[config.mk]
export PLATFORM = sky130hd
export DESIGN_NAME = multicycle_control_unit
export DESIGN_NICKNAME = d
export VERILOG_FILES = /design/src/rtl/multicycle_control_unit.sv
export SDC_FILE = /design/constraint.sdc
export NUM_CORES = 1
export LEC_CHECK = 0
export CORE_MARGIN = 5
export CORE_UTILIZATION = 40
export CTS_CLUSTER_SIZE = 8
export DETAILED_ROUTE_END_ITERATION = 7
export PLACE_DENSITY = 0.66
export SLEW_MARGIN = 10
export SYNTH_ARGS = -nofsm -noshare
export SYNTH_HDL_FRONTEND = slang
export SYNTH_SLANG_ARGS = --single-unit
export TNS_END_PERCENT = 50
[constraint.sdc]
create_clock -name clk -period 3.01 [get_ports clk]
set_clock_uncertainty 0.15 [all_clocks]
set_input_delay 0.4515 -clock clk [delete_from_list [all_inputs] [get_ports clk]]
set_output_delay 0.4515 -clock clk [all_outputs]
set_load 0.02 [all_outputs]
[src/rtl/multicycle_control_unit.sv]
`default_nettype none
// ============================================================================
// Module   : multicycle_control_unit
// Purpose  : Multicycle FSM controller for a MIPS-subset core (R-type
//            ADD/SUB/AND/OR/SLT, ADDI, LW, SW, BEQ, J). Sequences
//            fetch/decode/execute/memory/writeback, waits on a memory ready
//            handshake with timeout, traps on illegal encodings and counts
//            retired instructions.
// Revision : 1.0 - initial release
// ----------------------------------------------------------------------------
// Ports
//   clk, rst_n           clock (rising edge), asynchronous active-low reset
//   run                  leave IDLE and start fetching
//   op_code, func_code   decode fields from the instruction register
//   mem_ready            memory completes the current access this cycle
//   alu_zero             ALU zero flag, consumed in the branch cycle
//   trap_clr             leave TRAP and return to IDLE
//   ALU_OP               AND=0000 OR=0001 ADD=0010 SUB=0110 SLT=0111
//   Branch, CNTRL_RS, MEM_WS, MEM_RS, MEM_TR, PC_WE, IR_WE, Jump
//                        datapath / memory / PC control strobes
//   instr_done           pulse on the final cycle of each instruction
//   trap, trap_cause     sticky trap flag and cause (01 illegal, 10 timeout)
//   ret_cnt              retired instruction counter (wraps)
// ============================================================================
module multicycle_control_unit #(
  parameter int OP_W        = 6,
  parameter int FUNC_W      = 6,
  parameter int ALU_OP_W    = 4,
  parameter int MEM_TIMEOUT = 15,
  parameter int CNT_W       = 32
) (
  input  logic                clk,
  input  logic                rst_n,
  input  logic                run,
  input  logic [OP_W-1:0]     op_code,
  input  logic [FUNC_W-1:0]   func_code,
  input  logic                mem_ready,
  input  logic                alu_zero,
  input  logic                trap_clr,
  output logic [ALU_OP_W-1:0] ALU_OP,
  output logic                Branch,
  output logic                CNTRL_RS,
  output logic                MEM_WS,
  output logic                MEM_RS,
  output logic                MEM_TR,
  output logic                PC_WE,
  output logic                IR_WE,
  output logic                Jump,
  output logic                instr_done,
  output logic                trap,
  output logic [1:0]          trap_cause,
  output logic [CNT_W-1:0]    ret_cnt
);

  // State encoding
  localparam logic [3:0] S_IDLE   = 4'd0;
  localparam logic [3:0] S_FETCH  = 4'd1;
  localparam logic [3:0] S_DECODE = 4'd2;
  localparam logic [3:0] S_EXEC_R = 4'd3;
  localparam logic [3:0] S_EXEC_I = 4'd4;
  localparam logic [3:0] S_WB_ALU = 4'd5;
  localparam logic [3:0] S_ADDR   = 4'd6;
  localparam logic [3:0] S_MEM_RD = 4'd7;
  localparam logic [3:0] S_WB_MEM = 4'd8;
  localparam logic [3:0] S_MEM_WR = 4'd9;
  localparam logic [3:0] S_BRANCH = 4'd10;
  localparam logic [3:0] S_JUMP   = 4'd11;
  localparam logic [3:0] S_TRAP   = 4'd12;

  localparam logic [OP_W-1:0] C_OP_RTYPE = OP_W'(6'b000000);
  localparam logic [OP_W-1:0] C_OP_ADDI  = OP_W'(6'b001000);
  localparam logic [OP_W-1:0] C_OP_LW    = OP_W'(6'b100011);
  localparam logic [OP_W-1:0] C_OP_SW    = OP_W'(6'b101011);
  localparam logic [OP_W-1:0] C_OP_BEQ   = OP_W'(6'b000100);
  localparam logic [OP_W-1:0] C_OP_J     = OP_W'(6'b000010);

  localparam logic [FUNC_W-1:0] C_FN_ADD = FUNC_W'(6'b100000);
  localparam logic [FUNC_W-1:0] C_FN_SUB = FUNC_W'(6'b100010);
  localparam logic [FUNC_W-1:0] C_FN_AND = FUNC_W'(6'b100100);
  localparam logic [FUNC_W-1:0] C_FN_OR  = FUNC_W'(6'b100101);
  localparam logic [FUNC_W-1:0] C_FN_SLT = FUNC_W'(6'b101010);

  localparam logic [ALU_OP_W-1:0] C_ALU_AND = ALU_OP_W'(4'b0000);
  localparam logic [ALU_OP_W-1:0] C_ALU_OR  = ALU_OP_W'(4'b0001);
  localparam logic [ALU_OP_W-1:0] C_ALU_ADD = ALU_OP_W'(4'b0010);
  localparam logic [ALU_OP_W-1:0] C_ALU_SUB = ALU_OP_W'(4'b0110);
  localparam logic [ALU_OP_W-1:0] C_ALU_SLT = ALU_OP_W'(4'b0111);

  localparam logic [1:0] C_CAUSE_NONE = 2'b00;
  localparam logic [1:0] C_CAUSE_ILL  = 2'b01;
  localparam logic [1:0] C_CAUSE_MEM  = 2'b10;

  // The wait counter reaches MEM_TIMEOUT on the same edge that leaves for
  // TRAP, so the decision is taken while it still holds MEM_TIMEOUT-1.
  localparam logic [7:0] C_WAIT_LAST = 8'(MEM_TIMEOUT - 1);

  logic [3:0]          r_state;
  logic [3:0]          w_next;
  logic [7:0]          r_wait;
  logic                r_trap;
  logic [1:0]          r_trap_cause;
  logic [1:0]          w_cause_next;
  logic [CNT_W-1:0]    r_ret;
  logic [ALU_OP_W-1:0] r_alu_hold;
  logic [ALU_OP_W-1:0] w_func_alu;
  logic                w_func_legal;
  logic                w_wait_state;
  logic                w_timeout;

  // R-type function decode
  always_comb begin
    w_func_alu   = C_ALU_ADD;
    w_func_legal = 1'b1;
    case (func_code)
      C_FN_ADD: w_func_alu = C_ALU_ADD;
      C_FN_SUB: w_func_alu = C_ALU_SUB;
      C_FN_AND: w_func_alu = C_ALU_AND;
      C_FN_OR:  w_func_alu = C_ALU_OR;
      C_FN_SLT: w_func_alu = C_ALU_SLT;
      default:  w_func_legal = 1'b0;
    endcase
  end

  assign w_wait_state = (r_state == S_FETCH) || (r_state == S_MEM_RD) ||
                        (r_state == S_MEM_WR);
  // A late mem_ready on the final allowed cycle still wins over the timeout.
  assign w_timeout    = w_wait_state && !mem_ready && (r_wait == C_WAIT_LAST);

  // State register
  always_ff @(posedge clk or negedge rst_n) begin
    if (!rst_n) begin
      r_state <= S_IDLE;
    end else begin
      r_state <= w_next;
    end
  end

  // Next-state logic
  always_comb begin
    w_next       = r_state;
    w_cause_next = C_CAUSE_NONE;
    case (r_state)
      S_IDLE: begin
        if (run) w_next = S_FETCH;
      end
      S_FETCH: begin
        if (mem_ready) begin
          w_next = S_DECODE;
        end else if (w_timeout) begin
          w_next       = S_TRAP;
          w_cause_next = C_CAUSE_MEM;
        end
      end
      S_DECODE: begin
        case (op_code)
          C_OP_RTYPE: begin
            if (w_func_legal) begin
              w_next = S_EXEC_R;
            end else begin
              w_next       = S_TRAP;
              w_cause_next = C_CAUSE_ILL;
            end
          end
          C_OP_ADDI: w_next = S_EXEC_I;
          C_OP_LW:   w_next = S_ADDR;
          C_OP_SW:   w_next = S_ADDR;
          C_OP_BEQ:  w_next = S_BRANCH;
          C_OP_J:    w_next = S_JUMP;
          default: begin
            w_next       = S_TRAP;
            w_cause_next = C_CAUSE_ILL;
          end
        endcase
      end
      S_EXEC_R: w_next = S_WB_ALU;
      S_EXEC_I: w_next = S_WB_ALU;
      S_WB_ALU: w_next = S_FETCH;
      S_ADDR:   w_next = (op_code == C_OP_LW) ? S_MEM_RD : S_MEM_WR;
      S_MEM_RD: begin
        if (mem_ready) begin
          w_next = S_WB_MEM;
        end else if (w_timeout) begin
          w_next       = S_TRAP;
          w_cause_next = C_CAUSE_MEM;
        end
      end
      S_WB_MEM: w_next = S_FETCH;
      S_MEM_WR: begin
        if (mem_ready) begin
          w_next = S_FETCH;
        end else if (w_timeout) begin
          w_next       = S_TRAP;
          w_cause_next = C_CAUSE_MEM;
        end
      end
      S_BRANCH: w_next = S_FETCH;
      S_JUMP:   w_next = S_FETCH;
      S_TRAP: begin
        if (trap_clr) w_next = S_IDLE;
      end
      default:  w_next = S_IDLE;
    endcase
  end

  // Output logic
  always_comb begin
    ALU_OP     = '0;
    Branch     = 1'b0;
    CNTRL_RS   = 1'b0;
    MEM_WS     = 1'b0;
    MEM_RS     = 1'b0;
    MEM_TR     = 1'b0;
    PC_WE      = 1'b0;
    IR_WE      = 1'b0;
    Jump       = 1'b0;
    instr_done = 1'b0;
    case (r_state)
      S_FETCH: begin
        MEM_RS = 1'b1;
        ALU_OP = C_ALU_ADD;
        if (mem_ready) begin
          IR_WE = 1'b1;
          PC_WE = 1'b1;
        end
      end
      S_DECODE: ALU_OP = C_ALU_ADD;
      S_EXEC_R: ALU_OP = w_func_alu;
      S_EXEC_I: ALU_OP = C_ALU_ADD;
      S_WB_ALU: begin
        ALU_OP     = r_alu_hold;
        CNTRL_RS   = 1'b1;
        instr_done = 1'b1;
      end
      S_ADDR:   ALU_OP = C_ALU_ADD;
      S_MEM_RD: MEM_RS = 1'b1;
      S_WB_MEM: begin
        MEM_TR     = 1'b1;
        CNTRL_RS   = 1'b1;
        instr_done = 1'b1;
      end
      S_MEM_WR: begin
        MEM_WS     = 1'b1;
        instr_done = mem_ready;
      end
      S_BRANCH: begin
        ALU_OP     = C_ALU_SUB;
        Branch     = 1'b1;
        PC_WE      = alu_zero;
        instr_done = 1'b1;
      end
      S_JUMP: begin
        Jump       = 1'b1;
        PC_WE      = 1'b1;
        instr_done = 1'b1;
      end
      default: ;
    endcase
  end

  // Memory wait counter: restarts whenever the state changes, so every
  // entry into a wait state begins from zero.
  always_ff @(posedge clk or negedge rst_n) begin
    if (!rst_n) begin
      r_wait <= 8'd0;
    end else if (w_next != r_state) begin
      r_wait <= 8'd0;
    end else if (w_wait_state && !mem_ready) begin
      r_wait <= r_wait + 8'd1;
    end
  end

  // Sticky trap flag and cause
  always_ff @(posedge clk or negedge rst_n) begin
    if (!rst_n) begin
      r_trap       <= 1'b0;
      r_trap_cause <= C_CAUSE_NONE;
    end else if ((w_next == S_TRAP) && (r_state != S_TRAP)) begin
      r_trap       <= 1'b1;
      r_trap_cause <= w_cause_next;
    end else if ((r_state == S_TRAP) && trap_clr) begin
      r_trap       <= 1'b0;
      r_trap_cause <= C_CAUSE_NONE;
    end
  end

  // Retired counter, plus the ALU code of the execute cycle so writeback can
  // keep presenting it.
  always_ff @(posedge clk or negedge rst_n) begin
    if (!rst_n) begin
      r_ret      <= '0;
      r_alu_hold <= '0;
    end else begin
      r_alu_hold <= ALU_OP;
      if (instr_done) r_ret <= r_ret + CNT_W'(1);
    end
  end

  assign trap       = r_trap;
  assign trap_cause = r_trap_cause;
  assign ret_cnt    = r_ret;

endmodule
`default_nettype wire
==> results.yml <==
global_route:
  grt_antenna_before_repair: 0
  overflow: 0
  grt_pass1_vias: 2611
  track_usage: 0.1695
  grt_max_degree: 29
  grt_first_pass_wirelength_um: 12410
logic_synthesis:
  synth.top_cells.by_area: "dfrtp_1 43%, xnor2_1 8.8%, nand3_1 3.4%, nand2_1 3.1%, nor2_1 2.4%"
  yosysTopAreaCell: "dfrtp_1"
  synth-main-ff-cell: "dfrtp_1"
  async_flop_share: 1.000
  avgSynthCellArea_um2: 9.736
  synth-edff-count: 0
  ys_seq_elements: 51
  syn_area_um2: 2979
  syn_nets: 327
  syn_inst: 306
  synth_cell_types: 61
  ys_seq_area_frac: 0.4284
  yosys.area.top_type_share: 0.4284
  synth_warnings: 0
clock_tree:
  clk_pin_slew_ns: 0.10
  cts_tree: "built"
  clockBufferDepth: 2
  root_buffer: "clkbuf_8"
  cts_buffers: 5
  postCtsHoldBufs: 0
  clock_sinks: 51
  clk_latency_ns: 0.31
  post_cts_buffers: 0
  h-tree-depth: 2
place:
  dp_hpwl_um: 5672
  dpl_cell_area_um2: 3961
  placed_cells: 491
  numPortBuffers: 65
  gp_congestion: 0.8246
route:
  wl_per_cell_um: 15.26
  drt-pass1-iter-count: 4
  ant_nets: 0
  drc: 0
  dr.first_iter.drc_count: 164
  drt-vias-per-instance: 5.222
  wirelength_um: 7615
  num_vias: 2606
timing:
  setup_viol_count_final: 0
  fmax_ghz: 0.3548
  rsz0062_at_grt: "no"
  hold_viol: 0
  max_slew.worst_pin.slew_ns: 0.6732
  fin_crit_ns: 2.818
  maxSlewViolCount: 0
  post-route-period-util: 0.9363
  maxSlewHeadroom: 0.5512
  hold_slack_ns: 0.01732
floorplan:
  start_util: 0.4107
  die_width_um: 96.30
  dieArea_um2: 9274
  core_um2: 7253
  die_y_um: 96.30
  num_io_pins: 66
  rows: 31
min_path:
  hold_path_class: "in -> async"
worst_setup_path:
  cp-end-kind: "output pin"
  crit_fanout: 18
  path_cells: "nand2b_1 > nor3_1 > clkdlybuf4s50_1"
  critPathLaunchType: "flip-flop"
  crit_slowest_cell: "dfrtp_1"
  setup.worst_path.class: "reg -> out"
  required_ns: 2.41
  r2r_slack_ns: 0.29
  r2r-start: "r_state[2]"
  crit_start: "r_state[2]"
  cp_num_buf_inv: 1
  arrival_ns: 2.22
  crit_family: "flip-flops"
  cp_slowest_stage_delay_ns: 0.71
final_layout:
  n_antenna_cell: 0
  areaGrowthSynthToFinish_pct: 37.42
  fin_cells: 499
  post-route-util: 0.5644
  drive_gt1_frac: 0.1650
  nNetsFinal: 420
  final_cell_area_um2: 4094
pwr:
  p_clk_frac: 0.179
  p_seq_frac: 0.334
  p_switching_mw: 1.090
  p_leak_nw: 1.691
  p_int_mw: 1.647
  p_per_area_nw_per_um2: 668.7
  p_comb_frac: 0.487
  swShare: 0.3983
  max-vdd-ir-drop_uv: 519.8
flow_run:
  maxCapViolCount: 0
run_status:
  status: "finished clean"
-- final timing paths --
kind,end,cells past startpoint
worst max-delay path,ALU_OP[3],3
worst min-delay path,r_state[1],1
worst max register to register,trap_cause[0],7
worst min register to register,ret_cnt[31],1
max in group asynchronous,r_state[3],2
min in group clk,ret_cnt[31],1
-- sequential cells by signal, indices dropped and copies added (netlist names) --
register / flops
trap: 1
trap_cause: 2
r_wait: 8
r_state: 4
ret_cnt: 32
r_alu_hold: 4
-- power by group through the flow --
stage                     Combinational [mW]  Clock (mW)  Sequential (mW)
final                                   1.33       0.490            0.915
after global routing                    1.46       0.534            0.936
after CTS                               1.34       0.503            0.912
after detailed placement                1.34           0            0.924
after floorplan                        0.813           0            0.911
after global placement                  1.33           0            0.922
-- metal layers --
metal	routed length, µm	global-route usage
met5	0	0
met4	57	0.03972
met3	433	0.04066
met2	3555	0.2703
met1	3570	0.2328
-- through the flow --
step                TNS [ns]  power (mW)  worst slack, ns
global route               0       2.932          0.01023
floorplan                  0       1.724           0.5256
CTS                 -0.09078       2.753         -0.09078
global placement     -0.2345       2.254          -0.1267
detailed placement   -0.3101       2.265          -0.1691
finish                     0       2.738           0.1917
-- cells in the mapped netlist (3+ instances only) --
| cell type | count |
|---|---|
| o22ai_1 | 4 |
| nand3_1 | 20 |
| nand2b_1 | 10 |
| buf_2 | 8 |
| a21oi_1 | 10 |
| nor2_1 | 19 |
| o21ai_0 | 4 |
| xor2_1 | 7 |
| nand4_1 | 11 |
| inv_1 | 8 |
| clkbuf_1 | 5 |
| nor2b_1 | 9 |
| ha_1 | 3 |
| or3_1 | 4 |
| xnor2_1 | 30 |
| o31ai_1 | 3 |
| dfrtp_1 | 51 |
| and3_1 | 10 |
| nand2_1 | 25 |
| nor3_1 | 10 |
| nor4b_1 | 3 |
-- cell type report --
| class | count | area, µm² |
|---|---|---|
| inverter | 8 | 30.03 |
| clock inverter | 3 | 46.29 |
| tap | 99 | 123.9 |
| sequential | 51 | 1279 |
| fill | 667 | 3159 |
| multi-input combinational | 233 | 1625 |
| clock buffer | 5 | 68.82 |
| timing repair buffer | 100 | 920.9 |
-- cell families (layout without fill, tap and decap cells) --
group           count (synthesis)  count (layout)  synth area share
compound gates                 49              49            0.1323
xor+xnor                       37              37            0.1088
fa+ha+maj                       3               3           0.01260
buf+inv                        22             116           0.03108
flops                          51              51            0.4284
mux                             2               2          0.007559
simple gates                  142             142            0.2793
-- timing repair --
| item | in CTS | in global routing |
|---|---|---|
| gates cloned | 0 | 0 |
| resized for setup | 2 | 6 |
| endpoints found under the setup margin | 3 | 3 |
-- placed cells by master, fill, tap and decap left out, types with 10 or more instances in the layout --
cell type / count
clkdlybuf4s50_1: 61
dfrtp_1: 49
buf_4: 34
xnor2_1: 30
nand2_1: 25
nand3_1: 20
nor2_1: 18
nand4_1: 11
nand2b_1: 10
nor3_1: 10
and3_1: 10
a21oi_1: 10
No activity file was read; power rests on OpenSTA's default activity.
==> RTL change (config.mk and constraints unchanged) <==
The parameter `OP_W` goes from 6 to 12.
--- a/src/rtl/multicycle_control_unit.sv
+++ b/src/rtl/multicycle_control_unit.sv
@@ -23,7 +23,7 @@
 //   ret_cnt              retired instruction counter (wraps)
 // ============================================================================
 module multicycle_control_unit #(
-  parameter int OP_W        = 6,
+  parameter int OP_W        = 12,
   parameter int FUNC_W      = 6,
   parameter int ALU_OP_W    = 4,
   parameter int MEM_TIMEOUT = 15,
Interface: changed (resized op_code); port bits go from 66 to 72. The function was not compared with the original's and may differ.
==> RTL change against the unedited design <==
Synthesized cell count decreased by 2.3%. Combinational power decreased by 5%. Total power decreased by 8.2%. Setup slack got worse by 73 ps. Critical path type is now input port to flip-flop. Sequential cell count unchanged. Wire length decreased by 12%. Final cell count decreased by 2.4%. Synthesized area decreased by 3.2%. Design area decreased by 4.8%.
==> RTL change: results (changes against the unedited design) <==
| Metric | Value |
|---|---|
| Status | completed |
| Post-synth EDFFs | 0 (unchanged) |
| Clock transition at the registers of the reported paths | 90 ps |
| Fillcell total | 676 (+1.3%) |
| I/O Buffers | 71 (+9.2%) |
| Top post-synthesis cells by area | dfrtp_1, xnor2_1, xor2_1 |
| Fraction of layout cells with a size suffix above 1 | 11.86% (-4.6 points) |
| Syn_nets | 326 (-0.31%) |
| Worst Hold Class | input port to async pin |
| Total number of vias | 2511 (-3.6%) |
| DR WL/cell | 13.71 microns (-10%) |
| Final GP Congestion | 0.8252 (about the same) |
| CP arrival | 2930 ps (+710 ps) |
| Drt pass-1 iters | 4 (unchanged) |
| Post-Synth XOR/XNOR Area | 12.15% (+1.3 points) |
| GRT Total Usage | 15.38% (-1.6 points) |
| Rel. slew slack | 53.13% (-2.0 points) |
| Syn_area_per_cell | 9.646 sq um (-0.93%) |
| Starting DRT DRC Count | 80 (-51%) |
| Sequential-to-total area share from yosys stat | 44.25% (+1.4 points) |
| Placed insts | 479 (-2.4%) |
| Maximum VDD drop | 0.3954 mV (-24%) |
| Clock Path Buffers | 2 (unchanged) |
| H-tree Lvls | 2 (unchanged) |
| Adder-cell share of the synthesized area | 1.302% (+0.042 points) |
| Library cells used by synthesis | 55 (-9.8%) |
| Worst r2r path cells | 10 (+3) |
| Nets@finish | 414 (-1.4%) |
| Crit-path max FO | 7 (-11) |
| Total wire length | 6678 microns (-12%) |
| Largest register FFs | 32 (unchanged) |
| Synth Area in Compound Gates | 11.37% (-1.9 points) |
| Synth async-reset ratio | 100.0% (unchanged) |
| Largest net degree at the start of global routing | 32 (+10%) |
| Leading post-synthesis cells by instance count | dfrtp_1, nand2_1, nor2_1 |
| YS warnings | 0 (unchanged) |
| Clock root buffer master | clkbuf_8 |
| First-pass GRT wire length | 11010 microns (-11%) |
| Post-DP HPWL | 5246 microns (-7.5%) |
| LEAKAGE | 1.669 nW (-1.3%) |
| Clock Latency Late Sink | 300 ps |
| Vias in the first global route | 2418 (-7.4%) |
| Mux cell area share after synthesis | 1.215% (+0.46 points) |
[RTL change: cell count changes after synthesis, moves of 7 or more]
cell	unedited run	this run
xnor2_1	30	21
xor2_1	7	19
buf_2	8	1
nand2b_1	10	1
nor2_1	19	27
[RTL change: path summary, 6_finish.rpt]
kind	end	slack [ps]	start
setup / recovery	r_wait[6]	120	op_code[4]
hold / removal	ret_cnt[14]	40	rst_n
setup reg to reg	r_wait[6]	350	r_state[1]
hold reg to reg	ret_cnt[31]	320	ret_cnt[31]
max in group asynchronous	ret_cnt[25]	2050	rst_n
min in group clk	ret_cnt[31]	320	ret_cnt[31]
[RTL change: cell type report]
type / count / area share (%)
multi-input combinational: 224 / 38.49
sequential: 51 / 32.74
timing repair buffer: 92 / 22.15
tap: 99 / 3.178
clock buffer: 6 / 1.862
inverter: 13 / 1.252
clock inverter: 2 / 0.3210
[RTL change: routing by layer]
| layer | vias up | wire length (microns) | GRT usage (%) |
|---|---|---|---|
| li1 | 1233 | - | - |
| met1 | 1197 | 3016 | 19.97 |
| met2 | 75 | 3145 | 25.78 |
| met3 | 6 | 452 | 3.825 |
| met4 | 0 | 63 | 3.606 |
| met5 | - | 0 | 0 |
[RTL change: logic make-up after synthesis]
logic type | Yosys count
AND/OR/NAND/NOR | 131
flip-flops | 51
AO/OA/AOI/OAI | 47
XOR/XNOR | 40
buffers and inverters | 24
multiplexers | 3
adder cells (fa/ha/maj) | 3
[RTL change: through the flow]
step | TNS (ps) | setup slack (ps) | instance area, sq um | hold WS, ps
6_report | 0 | 118.6 | 3897 | 38.59
3_3_place_gp | -1267 | -149.2 | 3796 | 307.5
2_1_floorplan | 0 | 160.3 | 2884 | 5.909
3_5_place_dp | -1675 | -202.6 | 3796 | 311.8
5_1_grt | 0 | 7.967 | 3897 | 83.55
4_1_cts | 0 | 19.13 | 3881 | 58.29
[RTL change: what timing repair did]
item	in CTS	in global routing
setup endpoints to repair	0	2
gates resized for setup	0	3
hold buffers	0	0
[RTL change: worst max-delay path, stage by stage]
cell and delay (ps):
clkdlybuf4s50_1 400, or4_4 530, or4_4 440, o31a_1 340
nor3_4 210, mux2i_2 90, buf_4 170, nor4b_1 300
[RTL change: report_power, final]
part | total, W | internal (W) | switching, W
Combinational | 0.00126 | 0.000590 | 0.000669
Clock | 0.000382 | 0.000163 | 0.000220
Sequential | 0.000873 | 0.000771 | 0.000102
Total | 0.00251 | 0.00152 | 0.000990
